$ cat config.mk
export PLATFORM = sky130hd
export DESIGN_NAME = differentiator_back
export DESIGN_NICKNAME = d
export VERILOG_FILES = /design/src/rtl/differentiator_back.sv
export SDC_FILE = /design/constraint.sdc
export NUM_CORES = 1
export LEC_CHECK = 0
export BUFFER_PORTS_ARGS = -buffer_cell sky130_fd_sc_hd__buf_2
export CAP_MARGIN = 20
export CORE_MARGIN = 5
export CORE_UTILIZATION = 62
export DETAILED_ROUTE_END_ITERATION = 8
export HOLD_SLACK_MARGIN = 0.02
export PLACE_DENSITY = 0.86
export SYNTH_ARGS = -nofsm -noshare
export SYNTH_HDL_FRONTEND = slang
export SYNTH_SLANG_ARGS = --single-unit
$ cat constraint.sdc
create_clock -name MCLK_I -period 7.9 [get_ports MCLK_I]
set_input_delay 2.37 -clock MCLK_I [delete_from_list [all_inputs] [get_ports MCLK_I]]
set_output_delay 2.37 -clock MCLK_I [all_outputs]
set_load 0.05 [all_outputs]
$ cat src/rtl/differentiator_back.sv
// ---------------------------------------------------------------------------
// differentiator_back
//
// Backward-difference differentiator y[n] = x[n] - x[n-1] on signed PCM
// samples. Samples are framed by the slow strobe CLK_I, which is oversampled
// by MCLK_I. The block is meant to follow the companion forward integrator in
// the same MCLK_I domain, so that integrator + differentiator reproduces the
// integrator's input.
//
// Optional feature macro: DIFFERENTIATOR_BACK_WRAPAROUND_EN
//   undefined (default) : out-of-range differences saturate to max/min
//   defined             : out-of-range differences wrap (two's complement)
//   The overflow/underflow flags report the out-of-range condition either way.
//
// Parameters
//   DATA_BIT_WIDTH : signed sample width of DATA_I / DATA_O (>= 2)
//   LATCH_LENGTH   : MCLK_I stages CLK_I passes before its rising edge is
//                    acted on (>= 1)
//
// Ports
//   MCLK_I   in   master clock, all logic on its rising edge
//   NRST_I   in   asynchronous active-low reset
//   CLK_I    in   sample strobe, rising edge marks a new sample
//   DATA_I   in   signed input sample x[n]
//   CLK_O    out  sample strobe re-timed to align with DATA_O
//   DATA_O   out  signed difference y[n]
//   OFDET_O  out  difference exceeded the positive maximum this sample
//   UFDET_O  out  difference fell below the negative minimum this sample
// ---------------------------------------------------------------------------
`timescale 1ns/1ps

module differentiator_back #(
  parameter int DATA_BIT_WIDTH = 32,
  parameter int LATCH_LENGTH   = 1
) (
  input  logic                      MCLK_I,
  input  logic                      NRST_I,
  input  logic                      CLK_I,
  input  logic [DATA_BIT_WIDTH-1:0] DATA_I,
  output logic                      CLK_O,
  output logic [DATA_BIT_WIDTH-1:0] DATA_O,
  output logic                      OFDET_O,
  output logic                      UFDET_O
);

  localparam int W = DATA_BIT_WIDTH;

  localparam logic [W-1:0] MAX_VAL = {1'b0, {(W-1){1'b1}}};
  localparam logic [W-1:0] MIN_VAL = {1'b1, {(W-1){1'b0}}};

  logic [LATCH_LENGTH+1:0] strobe_sr;
  logic                    update_evt;
  logic [W-1:0]            x_prev;
  logic [W:0]              diff_ext;
  logic                    over_pos;
  logic                    over_neg;
  logic [W-1:0]            diff_out;

  // Strobe pipeline: CLK_I is shifted through MCLK_I stages; it also acts as
  // the synchroniser for the asynchronous strobe and gives DATA_I time to
  // settle before it is sampled.
  always_ff @(posedge MCLK_I or negedge NRST_I) begin
    if (!NRST_I) begin
      strobe_sr <= '0;
    end else begin
      strobe_sr <= {strobe_sr[LATCH_LENGTH:0], CLK_I};
    end
  end

  // A rising edge seen between stages LATCH_LENGTH-1 and LATCH_LENGTH
  // triggers the update. The outgoing strobe is taken one stage later, so
  // DATA_O and the flags are settled a full MCLK_I cycle before CLK_O rises.
  assign update_evt = strobe_sr[LATCH_LENGTH-1] & ~strobe_sr[LATCH_LENGTH];
  assign CLK_O      = strobe_sr[LATCH_LENGTH+1];

  // Difference computed one bit wider so the true result is always
  // representable; the top two bits disagreeing marks an out-of-range result.
  assign diff_ext = {DATA_I[W-1], DATA_I} - {x_prev[W-1], x_prev};
  assign over_pos = ~diff_ext[W] &  diff_ext[W-1];
  assign over_neg =  diff_ext[W] & ~diff_ext[W-1];

  // Output value selection: wrap keeps the low W bits, default clamps.
  always_comb begin
    diff_out = diff_ext[W-1:0];
`ifdef DIFFERENTIATOR_BACK_WRAPAROUND_EN
    diff_out = diff_ext[W-1:0];
`else
    if (over_pos) begin
      diff_out = MAX_VAL;
    end else if (over_neg) begin
      diff_out = MIN_VAL;
    end
`endif
  end

  // Sample register and outputs: everything holds between update events.
  always_ff @(posedge MCLK_I or negedge NRST_I) begin
    if (!NRST_I) begin
      x_prev  <= '0;
      DATA_O  <= '0;
      OFDET_O <= 1'b0;
      UFDET_O <= 1'b0;
    end else if (update_evt) begin
      x_prev  <= DATA_I;
      DATA_O  <= diff_out;
      OFDET_O <= over_pos;
      UFDET_O <= over_neg;
    end
  end

endmodule

# Word-level counts from Yosys, hierarchy flattened
# Index checks and enable logic that the tools add are counted.
dict set report op_classes {
  n_addsub 1
  n_mux 2
  bitwise_logic 6
}
# op count
set ops {}
lappend ops {{32-bit two-way mux} 2}
lappend ops {{32-bit by 32-bit subtractor with 33-bit output} 1}
lappend ops {{1-bit bitwise AND} 3}
lappend ops {{1-bit NOT} 3}
dict set report totals {
  reg_bits 69
  inputBits 35
  wordCells 14
}

# Logic depth before layout (Yosys ltp)
dict set report depth {
  word_depth 5
  depth_mapped 14
  mapped_depth_nobuf 12
}

# Least setup slack after synthesis
# No wires, ideal clock.
dict set report synth_path {
  kind {input -> register}
  start {input port DATA_I[0]}
  end {register DATA_O[9]}
  setup_time_ns 0.094
  t_arrival_ns 4.434
  path_slack_ns 3.372
  stages 13
  n_path_buf 1
  path_cell_list {inv_1 ha_1 fa_1 nand2b_1 a21oi_1 o21ai_2 nand3_1 a211oi_2 o22ai_1 and2_1 buf_4 nor2_1 a211oi_1}
}
dict set report synth_between {
  elab_chain_cells 5
}
# item line_no
set synth_lines {}
lappend synth_lines {{start, declared} 39} ;# input logic [DATA_BIT_WIDTH-1:0] DATA_I,
lappend synth_lines {{32-bit by 32-bit subtractor with 33-bit output *} 78} ;# assign diff_ext = {DATA_I[W-1], DATA_I} - {x_prev[W-1], x_prev};
lappend synth_lines {{1-bit NOT} 80} ;# assign over_neg = diff_ext[W] & ~diff_ext[W-1];
lappend synth_lines {{1-bit bitwise AND} 80}
lappend synth_lines {{32-bit two-way mux} 90} ;# end else if (over_neg) begin
lappend synth_lines {{32-bit two-way mux *} 88} ;# if (over_pos) begin
lappend synth_lines {{end signal, assigned} 105} ;# DATA_O <= diff_out;
lappend synth_lines {{end, declared} 41} ;# output logic [DATA_BIT_WIDTH-1:0] DATA_O,
# Every way passes the cells marked *; elsewhere a longest branch is shown, timed or not.
# A chain may end at the register's enable or synchronous reset.

# Worst setup path after layout
dict set report layout_path {
  start {input port DATA_I[0]}
  end {register DATA_O[13]}
}
# The elaborated chain is that of the path after synthesis.

==> impl_metrics.py <==
metrics = {
    "run_status": {
        "status": "completed",
    },
    "power": {
        "irDropWorstVdd_uv": 119,
        "power.leakage_uw": 0.00242,
        "power_density_nw_per_um2": 303,
        "power_uw": 1540,
    },
    "timing": {
        "fin_setup_tns_ps": 0,
        "fmax_mhz": 193,
        "relSlewSlack_pct": 38.4,
        "min_period_ps": 5180,
        "grt_setup_unrepaired": "false",
        "period_share_pct": 65.6,
        "slew_viol_final": 0,
        "hold_viol": 0,
        "finClkSkew_ps": 7.76,
        "worstMarginPinSlew_ps": 924,
        "finalSetupViolations": 0,
    },
    "critical_path": {
        "path_class": "input pin to register",
        "crit_fanout": 30,
        "r2r_cells": 11,
        "cp_data_arrival_time_ps": 5450,
        "crit_slowest_cell": "and2_1",
        "crit_path_end_kind": "register",
        "required_ps": 8170,
        "path_buf_inv": 2,
        "r2r_slack_ps": 4470,
        "r2r_start": "x_prev[0]",
        "cpPeakStageDelay_ps": 780,
        "crit_chain": "buf_2 -> inv_1 -> ha_1 -> fa_1 -> nand2b_1 -> a21oi_1 -> o21ai_2 -> nand3_1 -> a211oi_2 -> o22ai_1 -> and2_1 -> o21ai_0 -> o21ai_1",
        "worst_setup_path_start_kind": "input pin",
        "r2r_end": "DATA_O[13]",
        "critPathTopFamily": "compound AO/OA/AOI/OAI gates",
    },
    "synthesis": {
        "synth-seq-cells": 69,
        "ys_warn_count": 0,
        "synth-main-ff-cell": "dfrtp_1",
        "async_flop_share_pct": 100,
        "ys_seq_area_share_pct": 38.2,
        "syn_avg_cell_area_um2": 8.34,
        "netlist_area_um2": 4520,
        "synth-edff-count": 0,
        "synthCells": 542,
        "synth_fp_nets": 610,
        "yosysUniqueCellTypes": 50,
    },
    "global_route": {
        "antenna_found_initial": 0,
        "grt_pass1_wl_um": 17300,
        "grt_usage_pct": 24.4,
        "grt_pass1_vias": 3763,
        "grt.overflow.total": 0,
        "grt_max_degree": 70,
    },
    "finish": {
        "diodes": 0,
        "drive_above_1_share_pct": 18.3,
        "fin_util_pct": 71.0,
        "area_delta_synth_final_pct": 12.7,
        "fin_nets": 665,
    },
    "routing": {
        "route.final.wire_length_um": 10500,
        "first_pass_iters": 5,
        "vias_per_cell": 5.67,
        "drtIter0Drc": 263,
        "drcViolationCount": 0,
        "vias": 3975,
        "postRouteAntennaNets": 0,
        "wl_per_cell_um": 14.9,
    },
    "placed_design": {
        "dp_hpwl_um": 7560,
        "portBuffers": 69,
        "place.gp.congestion": 0.864,
    },
    "cts": {
        "cts_htree_levels": 3,
        "clk-insertion-delay-late_ps": 350,
        "postCtsHoldBufs": 0,
        "clock-sinks": 69,
        "clockBufferDepth": 2,
        "numCtsBuffers": 9,
        "cts_setup_buffers": 0,
        "cts.clk_slew.worst_paths_ps": 70,
        "cts_resized": 0,
        "cts-root-buf": "clkbuf_8",
        "cts_tree": "yes",
    },
    "die": {
        "chipWidth_um": 95.4,
        "rows": 31,
        "coreArea_um2": 7180,
        "die_height_um": 95.4,
        "io_pins": 70,
        "initial_core_util_pct": 63.0,
        "dieArea_um2": 9100,
    },
    "hold_path": {
        "hp-class": "register to register",
        "holdPathStages": 0,
        "min_from": "strobe_sr[0]",
        "worstHoldEndpoint": "strobe_sr[1]",
    },
    "run": {
        "max_cap_violations": 0,
    },
}
==> flip-flops by register name (all words and copies together), names as in the netlist <==
| name | flops |
|---|---|
| DATA_O | 32 |
| x_prev | 32 |
| strobe_sr | 3 |
| OFDET_O | 1 |
| UFDET_O | 1 |
==> metrics by stage <==
step / cells / setup WS (ps) / area [um^2] / hold WS, ps
2_1_floorplan: 542 / 3370 / 4520 / 366
3_3_place_gp: 684 / 2550 / 4860 / 410
3_5_place_dp: 684 / 2410 / 4860 / 413
4_1_cts: 700 / 2770 / 5070 / 430
5_1_grt: 701 / 2470 / 5090 / 450
6_report: 701 / 2720 / 5090 / 426
==> kinds of logic (layout without fill, tap and decap cells) <==
group,after synthesis,count (layout),share of synthesized area [%]
xor gates and xnor gates,25,25,4.84
adders and majority gates,33,33,9.30
DFF,69,69,38.2
AOI/OAI and AO/OA,177,177,24.4
buffers and inverters,68,128,6.70
and+or+nand+nor,170,170,16.5
==> placed cells by master, fill, tap and decap left out, drive strengths merged, types with 4 or more instances in the layout <==
cell type	count
o31a	4
nand2b	6
a211oi	5
o21ai	96
dfrtp	69
nor3	6
a21o	11
xor2	11
xnor2	14
nand2	93
nand3	7
o21a	4
clkinv	4
buf	71
inv	41
nor2	36
nor2b	6
a21oi	37
a31oi	4
clkbuf	10
ha	32
nand4	7
==> cells in the mapped netlist, drive strengths merged, types with 2 or more instances <==
library cell   n  share of area (%)
and2           3               0.42
buf           15                2.3
nor2          36                3.0
o31ai          2               0.33
dfrtp         69                 38
nor2b          6                1.0
xor2          11                2.1
nor4           2               0.28
o21bai         2               0.33
nand3          7               0.78
o31a           4               0.78
a211oi         5                1.1
a21o          11                1.8
nor3           6               0.66
o211ai         3               0.50
nand2         93                7.9
a41oi          2               0.39
nand4          7               0.97
xnor2         14                2.7
a21oi         37                4.3
o21ai         96                 12
o21a           4               0.66
a2111oi        2               0.80
clkbuf        12                1.0
a31oi          4               0.55
ha            32                8.9
inv           41                3.4
nand2b         6               0.83
==> report_power, final <==
part	switching [uW]	internal, uW
sequential	46.9	435
combinational	526	213
clock	145	178
total	717	826
==> worst register-to-register path, cell delays in order (launching register included) <==
cell	delay, ps
dfrtp_1	390
ha_1	240
fa_1	390
nand2b_1	190
a21oi_1	310
o21ai_2	150
nand3_1	120
a211oi_2	80
o22ai_1	210
and2_1	780
o21ai_0	300
o21ai_1	180
==> worst max-delay path by stage <==
stage,startpoint,end,cells after the start
detailed placement,DATA_I[0],DATA_O[21],13
global route,DATA_I[0],DATA_O[22],13
CTS,DATA_I[0],DATA_O[13],13
floorplan,DATA_I[0],DATA_O[9],13
global placement,DATA_I[0],DATA_O[9],13
finish,DATA_I[0],DATA_O[13],13
==> per-layer routing <==
metal | GRT usage (%) | part of all wire, %
met1 | 32.7 | 45
met2 | 38.5 | 45
met3 | 4.34 | 6.8
met4 | 11.3 | 2.9
met5 | 0 | 0
==> area by class of cell <==
cell class,instances,area (um^2)
timing repair buffer,71,373
inverter,41,154
tap,99,124
fill,545,2080
clock buffer,10,128
sequential,69,1730
clock inverter,6,87.6
multi-input combinational,405,2500
No activity file was read; power rests on OpenSTA's default activity.
